`src/rtl/md_unit_pkg.sv`:
```
// md_unit_pkg: shared definitions for the iterative multiply/divide unit.
//   - MD_WIDTH : default operand and HI/LO width
//   - mdOp_e   : operation codes presented on the op port
//   - mdState_e: control FSM states
//   - negWord / negDword: two's-complement negate, used for the
//     sign/magnitude conversion at load and the sign fix-up at commit.
package md_unit_pkg;

    localparam int MD_WIDTH = 32;

    typedef enum logic [2:0] {
        OP_MULT  = 3'd0,
        OP_MULTU = 3'd1,
        OP_DIV   = 3'd2,
        OP_DIVU  = 3'd3,
        OP_MTHI  = 3'd4,
        OP_MTLO  = 3'd5
    } mdOp_e;

    typedef enum logic [1:0] {
        IDLE = 2'd0,
        RUN  = 2'd1,
        FIX  = 2'd2
    } mdState_e;

    function automatic logic [MD_WIDTH-1:0] negWord(input logic [MD_WIDTH-1:0] v);
        return ~v + {{(MD_WIDTH-1){1'b0}}, 1'b1};
    endfunction

    function automatic logic [2*MD_WIDTH-1:0] negDword(input logic [2*MD_WIDTH-1:0] v);
        return ~v + {{(2*MD_WIDTH-1){1'b0}}, 1'b1};
    endfunction

endpackage

```
`src/rtl/md_unit_if.sv`:
```
// md_unit_if: request/result bundle between the datapath and md_unit.
//   start, op, srcA, srcB : request side (driven by the master)
//   busy, done, hi, lo    : status and HI/LO (driven by the unit)
interface md_unit_if
    import md_unit_pkg::*;
#(
    parameter int WIDTH = MD_WIDTH
) ();
    logic             start;
    logic [2:0]       op;
    logic [WIDTH-1:0] srcA;
    logic [WIDTH-1:0] srcB;
    logic             busy;
    logic             done;
    logic [WIDTH-1:0] hi;
    logic [WIDTH-1:0] lo;

    modport master (
        output start, op, srcA, srcB,
        input  busy, done, hi, lo
    );

    modport slave (
        input  start, op, srcA, srcB,
        output busy, done, hi, lo
    );
endinterface

```
`src/rtl/md_unit.sv`:
```
// md_unit: iterative multiply/divide unit owning the MIPS HI/LO registers.
//   clk   : rising-edge clock
//   reset : asynchronous active-low reset
//   bus   : md_unit_if slave (start/op/srcA/srcB in; busy/done/hi/lo out)
// MULT/MULTU/DIV/DIVU take one load edge, WIDTH iteration edges and one
// commit edge; MTHI/MTLO write in the edge they are accepted. Requests are
// only looked at while idle.
module md_unit
    import md_unit_pkg::*;
#(
    parameter int WIDTH = MD_WIDTH
) (
    input  logic   clk,
    input  logic   reset,
    md_unit_if.slave bus
);

    localparam int              CNT_W = $clog2(WIDTH);
    localparam logic [CNT_W-1:0] LAST = CNT_W'(WIDTH - 1);

    mdState_e           state, stateNext;
    logic [CNT_W-1:0]   cnt;
    mdOp_e              opReg;
    logic               negRes, negRem;
    logic [WIDTH-1:0]   bMag;
    logic [2*WIDTH-1:0] acc;

    logic               isMulDiv, loadEn, mthiEn, mtloEn, commitEn, isMulOp;
    logic               signA, signB;
    logic signed [WIDTH-1:0] srcAS, srcBS;
    logic [WIDTH-1:0]   aMag, bMagIn;
    logic [WIDTH:0]     mulSum, remShift, remTrial;
    logic               qBit;
    logic [2*WIDTH-1:0] mulNext, divNext, prodFix;
    logic [WIDTH-1:0]   hiFix, loFix;

    assign srcAS    = bus.srcA;
    assign srcBS    = bus.srcB;
    assign isMulDiv = bus.op inside {OP_MULT, OP_MULTU, OP_DIV, OP_DIVU};
    assign isMulOp  = (opReg == OP_MULT) || (opReg == OP_MULTU);

    // State register
    always_ff @(posedge clk or negedge reset) begin
        if (!reset) state <= IDLE;
        else        state <= stateNext;
    end

    // Next-state logic
    always_comb begin
        stateNext = state;
        case (state)
            IDLE:    if (bus.start && isMulDiv) stateNext = RUN;
            RUN:     if (cnt == LAST) stateNext = FIX;
            FIX:     stateNext = IDLE;
            default: stateNext = IDLE;
        endcase
    end

    // Output / control decode
    always_comb begin
        bus.busy = (state != IDLE);
        loadEn   = (state == IDLE) && bus.start && isMulDiv;
        mthiEn   = (state == IDLE) && bus.start && (bus.op == OP_MTHI);
        mtloEn   = (state == IDLE) && bus.start && (bus.op == OP_MTLO);
        commitEn = (state == FIX);
    end

    // Load: signed ops iterate on magnitudes; signs are re-applied at commit.
    // A zero divisor suppresses quotient negation so lo stays all ones, and
    // the dividend-signed remainder then reproduces srcA in hi.
    always_comb begin
        signA  = ((bus.op == OP_MULT) || (bus.op == OP_DIV)) && (srcAS < 0);
        signB  = ((bus.op == OP_MULT) || (bus.op == OP_DIV)) && (srcBS < 0);
        aMag   = signA ? negWord(bus.srcA) : bus.srcA;
        bMagIn = signB ? negWord(bus.srcB) : bus.srcB;
    end

    // Iteration: acc holds {partial product, multiplier} for multiply and
    // {remainder, dividend/quotient} for divide.
    always_comb begin
        mulSum   = {1'b0, acc[2*WIDTH-1:WIDTH]} + (acc[0] ? {1'b0, bMag} : '0);
        mulNext  = {mulSum, acc[WIDTH-1:1]};
        remShift = {acc[2*WIDTH-1:WIDTH], acc[WIDTH-1]};
        remTrial = remShift - {1'b0, bMag};
        qBit     = (remShift >= {1'b0, bMag});
        divNext  = {(qBit ? remTrial[WIDTH-1:0] : remShift[WIDTH-1:0]),
                    acc[WIDTH-2:0], qBit};
    end

    // Commit: sign fix-up of the magnitude result
    always_comb begin
        prodFix = negRes ? negDword(acc) : acc;
        if (isMulOp) begin
            hiFix = prodFix[2*WIDTH-1:WIDTH];
            loFix = prodFix[WIDTH-1:0];
        end else begin
            hiFix = negRem ? negWord(acc[2*WIDTH-1:WIDTH]) : acc[2*WIDTH-1:WIDTH];
            loFix = negRes ? negWord(acc[WIDTH-1:0]) : acc[WIDTH-1:0];
        end
    end

    // Datapath registers carry no reset; they are always loaded before use.
    always_ff @(posedge clk) begin
        if (loadEn) begin
            acc    <= {{WIDTH{1'b0}}, aMag};
            bMag   <= bMagIn;
            opReg  <= mdOp_e'(bus.op);
            negRes <= ((bus.op == OP_MULT) && (signA ^ signB)) ||
                      ((bus.op == OP_DIV) && (signA ^ signB) && (bus.srcB != '0));
            negRem <= (bus.op == OP_DIV) && signA;
        end else if (state == RUN) begin
            acc <= isMulOp ? mulNext : divNext;
        end
    end

    // Architectural state: counter, done pulse, HI/LO
    always_ff @(posedge clk or negedge reset) begin
        if (!reset) begin
            cnt      <= '0;
            bus.done <= 1'b0;
            bus.hi   <= '0;
            bus.lo   <= '0;
        end else begin
            bus.done <= commitEn;
            if (loadEn)              cnt <= '0;
            else if (state == RUN)   cnt <= cnt + 1'b1;
            if (commitEn) begin
                bus.hi <= hiFix;
                bus.lo <= loFix;
            end else begin
                if (mthiEn) bus.hi <= bus.srcA;
                if (mtloEn) bus.lo <= bus.srcA;
            end
        end
    end

endmodule
```
`src/flat_wrapper.sv`:
```
// flat-port wrapper written by rule: the top's interface ports become plain ports
module md_unit_flat import md_unit_pkg::*;
#(
    parameter int WIDTH = MD_WIDTH
)
  (clk, reset, bus_start, bus_op, bus_srcA, bus_srcB, bus_busy, bus_done, bus_hi, bus_lo);
  md_unit_if #(.WIDTH(WIDTH)) bus_i ();
  input  logic clk;
  input  logic reset;
  input wire logic [$bits(bus_i.start)-1:0] bus_start;
  input wire logic [$bits(bus_i.op)-1:0] bus_op;
  input wire logic [$bits(bus_i.srcA)-1:0] bus_srcA;
  input wire logic [$bits(bus_i.srcB)-1:0] bus_srcB;
  output wire logic [$bits(bus_i.busy)-1:0] bus_busy;
  output wire logic [$bits(bus_i.done)-1:0] bus_done;
  output wire logic [$bits(bus_i.hi)-1:0] bus_hi;
  output wire logic [$bits(bus_i.lo)-1:0] bus_lo;
  assign bus_i.start = bus_start;
  assign bus_i.op = bus_op;
  assign bus_i.srcA = bus_srcA;
  assign bus_i.srcB = bus_srcB;
  assign bus_busy = bus_i.busy;
  assign bus_done = bus_i.done;
  assign bus_hi = bus_i.hi;
  assign bus_lo = bus_i.lo;
  md_unit #(.WIDTH(WIDTH)) u_core (.clk(clk), .reset(reset), .bus(bus_i));
endmodule
```
`config.mk`:
```
export PLATFORM = sky130hd
export DESIGN_NAME = md_unit_flat
export DESIGN_NICKNAME = d
export VERILOG_FILES = /design/src/rtl/md_unit_pkg.sv /design/src/rtl/md_unit_if.sv /design/src/rtl/md_unit.sv /design/src/flat_wrapper.sv
export SDC_FILE = /design/constraint.sdc
export NUM_CORES = 1
export LEC_CHECK = 0
export BUFFER_PORTS_ARGS = -buffer_cell sky130_fd_sc_hd__buf_2
export CAP_MARGIN = 30
export CORE_MARGIN = 4
export CORE_UTILIZATION = 60
export CTS_CLUSTER_SIZE = 8
export DETAILED_ROUTE_END_ITERATION = 10
export GPL_TIMING_DRIVEN = 0
export PLACE_DENSITY = 0.86
export SYNTH_ARGS = -nofsm -noshare
export SYNTH_HDL_FRONTEND = slang
export SYNTH_SLANG_ARGS = --single-unit
```
`constraint.sdc`:
```
create_clock -name clk -period 6.7 [get_ports clk]
set_input_delay 1.675 -clock clk [delete_from_list [all_inputs] [get_ports clk]]
set_output_delay 1.675 -clock clk [all_outputs]
set_load 0.05 [all_outputs]
```
==> results of run 1 <==
## layout make-up
| type | count | area (sq um) | area share |
|---|---|---|---|
| Multi-Input combinational cell | 1394 | 8870 | 0.566 |
| Inverter | 60 | 226 | 0.0145 |
| Buffer | 101 | 383 | 0.0244 |
| Tap cell | 313 | 392 | 0.0250 |
| Clock buffer | 18 | 429 | 0.0274 |
| Clock inverter | 14 | 153 | 0.00974 |
| Sequential cell | 172 | 4480 | 0.286 |
| Timing Repair Buffer | 137 | 736 | 0.0469 |
## registers in the layout, summed over array words and instances (netlist names), 2 cells and up
register / cells
u_core.acc: 64
u_core.bMag: 32
u_core.bus.hi: 32
u_core.bus.lo: 32
u_core.cnt: 5
u_core.opReg: 2
u_core.state: 2
## synth_stat cells (5+ instances only)
master and count:
sky130_fd_sc_hd__edfxtp_1 68, sky130_fd_sc_hd__buf_1 11, sky130_fd_sc_hd__and3_1 12, sky130_fd_sc_hd__a21oi_1 101, sky130_fd_sc_hd__clkbuf_1 87, sky130_fd_sc_hd__nand3_1 35, sky130_fd_sc_hd__o211ai_1 6, sky130_fd_sc_hd__nand2_1 229
sky130_fd_sc_hd__o22ai_1 5, sky130_fd_sc_hd__nor3_1 36, sky130_fd_sc_hd__a31oi_1 52, sky130_fd_sc_hd__nor3b_1 5, sky130_fd_sc_hd__mux2i_1 64, sky130_fd_sc_hd__inv_1 58, sky130_fd_sc_hd__dfrtp_1 72, sky130_fd_sc_hd__nor2_1 154
sky130_fd_sc_hd__mux2_2 5, sky130_fd_sc_hd__xor2_1 73, sky130_fd_sc_hd__o21ai_1 11, sky130_fd_sc_hd__and2_1 11, sky130_fd_sc_hd__or3_1 16, sky130_fd_sc_hd__ha_1 70, sky130_fd_sc_hd__or2_2 8, sky130_fd_sc_hd__or4_1 12
sky130_fd_sc_hd__o21a_1 11, sky130_fd_sc_hd__xnor2_1 102, sky130_fd_sc_hd__o21ai_0 163, sky130_fd_sc_hd__a21o_1 20, sky130_fd_sc_hd__a21boi_0 5, sky130_fd_sc_hd__nand2b_1 12, sky130_fd_sc_hd__dfxtp_1 32, sky130_fd_sc_hd__o21bai_1 7
sky130_fd_sc_hd__o31ai_1 26, sky130_fd_sc_hd__o41ai_1 10, sky130_fd_sc_hd__nor2b_1 11, sky130_fd_sc_hd__nor4_1 18, sky130_fd_sc_hd__a211oi_1 31, sky130_fd_sc_hd__nand4_1 17
## per-stage QoR
| step | power (mW) | cell area, sq um |
|---|---|---|
| after detailed placement | 6.96 | 15100 |
| after global placement | 6.86 | 15000 |
| final | 8.06 | 15700 |
| after floorplan | 5.64 | 14000 |
| after global routing | 8.59 | 15700 |
| after CTS | 7.95 | 15700 |
## how the worst max path moves through the flow
stage                         start        endpoint  cells past startpoint
final                     bus_start   u_core.acc[0]                      9
after global routing      bus_start  u_core.acc[14]                      9
after CTS                 bus_start  u_core.acc[14]                      9
after detailed placement  bus_start   u_core.acc[1]                      9
after global placement    bus_start   u_core.acc[1]                      8
after floorplan           bus_start   u_core.acc[0]                      7
## kinds of logic (layout without fill, tap and decap cells)
kind of cell	count (synthesis)	after routing	synth area share
simple gates	594	594	0.196
mux	69	69	0.0499
fa+ha+maj	72	72	0.0656
flops	172	172	0.321
buf+inv	161	330	0.0436
xor+xnor	175	175	0.110
compound gates	484	484	0.213
## power by group through the flow
stage               Clock, mW  Sequential (mW)  Combinational [mW]
global route             1.03             2.24                5.32
finish                  0.994             2.19                4.88
detailed placement          0             2.18                4.79
global placement            0             2.16                4.70
CTS                     0.985             2.16                4.81
floorplan                   0             2.67                2.97
## metal layers
metal	vias up	GRT usage	wire length, um
met2	747	0.608	22000
li1	6527	-	-
met4	0	0.190	2530
met3	148	0.0467	3800
met1	6386	0.424	17500
met5	-	0	0
## worst max-delay path: cells and delay by family
kind / cells / cell delay, ps
buf+inv: 6 / 2660
simple gates: 3 / 910
==> metrics.log, run 1 <==
[metrics] cell chosen for the clock root: sky130_fd_sc_hd__clkbuf_16
[metrics] Max H-tree Level: 4
[metrics] clock group share of total power: 0.123
[metrics] aggregate global-route resource usage: 0.351
[metrics] source-to-sink clock delay at the later pin of the worst-skew pair: about 450 ps
[metrics] floorplan row count: between 50 and 60
[metrics] starting utilization of the core area: 0.613
[metrics] R2R Setup Slk: ~2200 ps
[metrics] number of flops mapped to enable cells by yosys: 68
[metrics] initial antenna violation count: 0
[metrics] count of TritonRoute iterations in the first routing pass: 7
[metrics] Hold Path Cell Cnt: 2
[metrics] capture point of the worst reg-to-reg path: u_core.acc[63]
[metrics] max-cap check violation count: 0
[metrics] result of the run: finished, final reports clean
[metrics] stage delay of the slowest cell on the critical path: 800 ps
[metrics] Async S/R FF share, synth: 0.419
[metrics] final antenna diode count: 0
[metrics] number of hold violations in the final report: 0
[metrics] slew margin rel.: 0.343
[metrics] DRC violation count after routing: 0
[metrics] cts repair resizes: 0
[metrics] switching share of power: 0.526
[metrics] Critical-path top delay cell: sky130_fd_sc_hd__clkinv_2
[metrics] Synth top area share: 0.146
[metrics] Setup Slack @ Placement: 1220 ps
[metrics] number of warning messages in the yosys log: 0
[metrics] first-pass GRT wire length: 72100 um
[metrics] Post-CTS Hold Buffers: 0
[metrics] Leak: 6.46 nW
[metrics] critical path capture point type: flop
[metrics] kind of start point of the critical path: input pin
[metrics] Starting DRT DRC Count: 1265
[metrics] commonest cells after routing, fill and taps aside: 229 x sky130_fd_sc_hd__nand2_1, 163 x sky130_fd_sc_hd__o21ai_0, 154 x sky130_fd_sc_hd__nor2_1, 136 x sky130_fd_sc_hd__buf_2, 102 x sky130_fd_sc_hd__xnor2_1
[metrics] GP Congestion: roughly 0.95
[metrics] CTS tree: yes
[metrics] data arrival time of the critical path: roughly 5300 ps
[metrics] via count of the first global-routing pass: 13.6k
[metrics] ports placed on the boundary: 136
[metrics] Worst-Margin Slew: about 1000 ps
[metrics] Final setup violation count: 0
[metrics] startpoint of the worst register-to-register path: u_core.acc[0]
[metrics] detail-routed net length per standard cell: slightly above 20 um
[metrics] Crit Path Max Fanout: 44
[metrics] number of nets in the synthesized netlist: around 1.9k
[metrics] number of buffers created by CTS: 17
[metrics] ANT nets after route: 0
[metrics] routed vias: about 14k
[metrics] sequential fraction of design power: 0.271
[metrics] Worst Hold Slack: 541 ps
[metrics] commonest non-fill, non-tap cell in the layout: sky130_fd_sc_hd__nand2_1
[metrics] area inside the core boundary: 22800 sq um
[metrics] Cell Area, Synth: 14000 sq um
[metrics] power density normalized to cell area: between 500 and 600 nW/um^2
[metrics] Detailed Route WL: 45800 um
[metrics] top cells by area in the synthesized netlist: sky130_fd_sc_hd__edfxtp_1 15%, sky130_fd_sc_hd__dfrtp_1 13%, sky130_fd_sc_hd__xnor2_1 6.4%, sky130_fd_sc_hd__ha_1 6.3%, sky130_fd_sc_hd__nand2_1 6.2%
[metrics] total net switching power: 4.24 mW
[metrics] path category of the worst min-delay check: flop to flop
[metrics] Vert. Die Dim: 161 um
[metrics] mean instance size in the synthesized netlist: 8.08 sq um
[metrics] list of cells traversed by the critical path: buf_2, nand2_1, or2_2, clkbuf_1, clkinv_2, nor2_1, clkbuf_1, inv_1, buf_16
[metrics] clock tree buffer depth: 2
[metrics] CP Class: input pin to flop
[metrics] largest net degree at the start of global routing: between 50 and 60
[metrics] number of filler cells placed in the layout: between 1.5k and 2k
[metrics] flip-flop and latch count after synthesis: 172
[metrics] fraction of final layout cells with drive strength greater than 1: 0.107
[metrics] area growth from synthesis to layout: 12.3%
[metrics] Setup Buffers After CTS: 0
[metrics] number of port buffers: 134
[metrics] Hold EP: u_core.cnt[3]
[metrics] data required time of the critical path: roughly 6900 ps
[metrics] time the final worst path needs with I/O delays and setup: just over 5000 ps
[metrics] startpoint of the tightest hold check path: u_core.cnt[3]
[metrics] number of vias per cell after detailed routing: 6.25
[metrics] nets@finish: 2025
[metrics] final HPWL from detailed placement: approximately 36000 um
[metrics] share of the clock period used by the worst path after layout: 0.757
[metrics] most common flop cell mapped by yosys: sky130_fd_sc_hd__dfrtp_1
[metrics] cell accounting for the most synthesized area: sky130_fd_sc_hd__edfxtp_1
[metrics] sequential share of the synthesized area: 0.321
[metrics] Max Transition Viols Final: 0
[metrics] synthesized instance count: 1727
[metrics] final design utilization: 0.688
[metrics] Combinational Power Share: 0.605
[metrics] Die Wd: between 150 and 200 um
[metrics] worst clock skew on the final layout: 15.4 ps
[metrics] Final Worst Setup Slack: about 1600 ps
[metrics] timing-limited maximum frequency: around 200 MHz
[metrics] Die Outline Area: between 20000 and 30000 sq um
[metrics] final global-route overflow total: 0
[metrics] highest ir drop seen on vdd: 0.230 mV
[metrics] critical path's most frequent cell: sky130_fd_sc_hd__clkbuf_1
[metrics] Reg clk slew, reported paths: 70 ps
[metrics] Clock Sink Count: 172
[metrics] number of different library cells in the post-synthesis netlist: 76
[metrics] Post-Place Cells: between 2k and 2.5k
[metrics] Post-Layout Cell Count: roughly 2.2k
[metrics] cell depth of the worst flop-to-flop path: 13
[metrics] cell internal pwr: 3.82 mW
[metrics] unrepaired setup endpoints after global routing: no
[metrics] total negative slack for setup checks: 0 ps
No activity file was read; power rests on OpenSTA's default activity.
==> run 2, diff against run 1 <==
Settings changed: CORE_UTILIZATION 60 to 55, PLACE_DENSITY 0.86 to 0.83.
Clock period 6.7 ns to 4.1 ns, I/O delays scaled along.
==> metrics.log, run 2 (same netlist as run 1, synthesis figures left out) <==
[metrics] Max H-tree Level: 4 (unchanged)
[metrics] Die Wd: 167 um (+4.2%)
[metrics] list of cells traversed by the critical path: clkinv_2, clkbuf_2, nor2_1, ha_1, a21oi_2, nand2_1, a211oi_1, nand3_2, a21o_1, o32ai_2, o21ai_0, a211oi_1, o41ai_1
[metrics] area inside the core boundary: 25000 sq um (+9.9%)
[metrics] data arrival time of the critical path: 4360 ps (-910 ps)
[metrics] routed vias: 14.0k (+1.0%)
[metrics] Max Transition Viols Final: 0 (unchanged)
[metrics] Detailed Route WL: 47200 um (+3.0%)
[metrics] CP Capture Point: u_core.acc[63]
[metrics] Reg clk slew, reported paths: 80 ps (about the same)
[metrics] Crit Path Max Fanout: 10 (-77%)
[metrics] Clock Sink Count: 172 (unchanged)
[metrics] initial antenna violation count: 0 (unchanged)
[metrics] worst clock skew on the final layout: 12.4 ps (-3.01 ps)
[metrics] CP Class: flop to flop
[metrics] Final setup violation count: 0 (unchanged)
[metrics] Setup Slack @ Placement: -812 ps (-2030 ps)
[metrics] Starting DRT DRC Count: 1341 (+6.0%)
[metrics] via count of the first global-routing pass: 13.5k (-0.97%)
[metrics] final instance area: 15700 sq um (+0.27%)
[metrics] final global-route overflow total: 0 (unchanged)
[metrics] area growth from synthesis to layout: 12.6%
[metrics] stage delay of the slowest cell on the critical path: 490 ps (-310 ps)
[metrics] Final Worst Setup Slack: 49.5 ps (-1580 ps)
[metrics] cell chosen for the clock root: sky130_fd_sc_hd__clkbuf_16
[metrics] count of TritonRoute iterations in the first routing pass: 7 (unchanged)
[metrics] data required time of the critical path: 4410 ps (-2490 ps)
[metrics] path category of the worst min-delay check: input pin to async pin
[metrics] first-pass GRT wire length: 73700 um (+2.3%)
[metrics] share of the clock period used by the worst path after layout: 0.988
[metrics] Critical-path top delay cell: sky130_fd_sc_hd__edfxtp_1
[metrics] detail-routed net length per standard cell: 21.2 um (+2.2%)
[metrics] number of hold violations in the final report: 0 (unchanged)
[metrics] ANT nets after route: 0 (unchanged)
[metrics] R2R Setup Slk: 50 ps (-2130 ps)
[metrics] timing-limited maximum frequency: between 200 and 250 MHz
[metrics] Leak: 6.48 nW (+0.24%)
[metrics] max-cap check violation count: 0 (unchanged)
[metrics] Setup crit start: u_core.acc[0]
[metrics] clock tree buffer depth: 2 (unchanged)
[metrics] CTS tree: yes
[metrics] number of vias per cell after detailed routing: 6.27 (+0.30%)
[metrics] final HPWL from detailed placement: 37000 um (+1.4%)
[metrics] number of port buffers: 134 (unchanged)
[metrics] source-to-sink clock delay at the later pin of the worst-skew pair: 450 ps (about the same)
[metrics] GP Congestion: 1.01 (+6.6%)
[metrics] capture point of the worst reg-to-reg path: u_core.acc[63]
[metrics] power density normalized to cell area: 850 nW/um^2 (+65%)
[metrics] time the final worst path needs with I/O delays and setup: a little over 4000 ps
[metrics] commonest cells after routing, fill and taps aside: 229 x sky130_fd_sc_hd__nand2_1, 162 x sky130_fd_sc_hd__o21ai_0, 153 x sky130_fd_sc_hd__nor2_1, 139 x sky130_fd_sc_hd__buf_2, 102 x sky130_fd_sc_hd__xnor2_1
[metrics] ports placed on the boundary: 136 (unchanged)
[metrics] slew margin rel.: 0.349 (+0.00668)
[metrics] flip-flop count of the largest register after layout: 64 (unchanged)
[metrics] final antenna diode count: 0 (unchanged)
[metrics] critical path capture point type: flop
[metrics] fraction of final layout cells with drive strength greater than 1: 0.115 (+0.00797)
[metrics] startpoint of the worst register-to-register path: u_core.acc[0]
[metrics] largest net degree at the start of global routing: 71 (+22%)
[metrics] starting utilization of the core area: 0.557 (-0.0553)
[metrics] commonest non-fill, non-tap cell in the layout: sky130_fd_sc_hd__nand2_1
[metrics] final design utilization: 0.628 (-0.0604)
[metrics] number of buffers created by CTS: 17 (unchanged)
[metrics] Vert. Die Dim: 167 um (+4.2%)
[metrics] register name with the most flops: u_core.acc
[metrics] result of the run: finished, final reports clean
[metrics] aggregate global-route resource usage: 0.328 (-0.0225)
[metrics] cell depth of the worst flop-to-flop path: 13 (unchanged)
[metrics] Worst-Margin Slew: 976 ps (-10.0 ps)
[metrics] nets@finish: 2024 (-0.049%)
[metrics] kind of start point of the critical path: flop
[metrics] Die Outline Area: 28000 sq um (+8.6%)
[metrics] critical path's most frequent cell: sky130_fd_sc_hd__a211oi_1
[metrics] DRC violation count after routing: 0 (unchanged)
[metrics] total placed instance area: 15100 sq um (about the same)
[metrics] highest ir drop seen on vdd: 0.459 mV (+100%)
[metrics] floorplan row count: 58 (+5.5%)
[run 2: worst min-delay path by stage]
| stage | start | to | slack, ps | cells past startpoint |
|---|---|---|---|---|
| 6_report | reset | u_core.bus.hi[6] | 360 | 1 |
| 5_1_grt | reset | u_core.bus.hi[6] | 360 | 1 |
| 4_1_cts | reset | u_core.bus.hi[6] | 360 | 1 |
| 3_5_place_dp | u_core.acc[63] | u_core.acc[63] | 530 | 2 |
| 3_3_place_gp | u_core.cnt[0] | u_core.cnt[0] | 520 | 1 |
| 2_1_floorplan | u_core.acc[63] | u_core.acc[63] | 480 | 2 |
[run 2: metal layers]
metal / vias to the layer above / wire [um] / track usage
li1: 6529 / - / -
met1: 6544 / 18200 / 0.403
met2: 712 / 22500 / 0.561
met3: 165 / 3490 / 0.0460
met4: 0 / 2930 / 0.175
met5: - / 0 / 0
[run 2: final cells by class]
cell class	count	area, sq um
repair buffers	136	708
flip-flops and latches	172	4480
well taps	330	413
plain buffers	101	392
clock buffers	18	429
inverters	60	231
clock inverters	14	153
fillers	2243	9320
multi-input cells	1394	8900
[run 2: what timing repair did]
| item | 4_1_cts | 5_1_grt |
|---|---|---|
| setup buffers | 0 | 0 |
| resized for setup | 12 | 6 |
| setup endpoints to repair | 62 | 16 |
| hold buffers | 0 | 0 |
[run 2: power breakdown]
| part | leakage (nW) | internal [mW] | switching, mW |
|---|---|---|---|
| sequential | 1.76 | 2.63 | 0.966 |
| combinational | 4.45 | 2.80 | 5.30 |
| clock | 0.277 | 0.815 | 0.841 |
[run 2: through the flow]
step,TNS (ps),std cells,power [mW],hold WS [ps]
floorplan,0,1727,9.21,485
detailed placement,-30470,2193,11.5,533
CTS,0,2225,13.2,363
finish,0,2225,13.4,363
global route,-17.0,2225,14.2,364
global placement,-83900,2191,11.3,518
[run 2: critical path: cells and delay by family, from the launching register on]
kind,cells,cell delay [ps]
DFF,1,490
AOI/OAI and AO/OA,7,1960
and+or+nand+nor,3,550
buffers and inverters,2,590
adders and majority gates,1,310
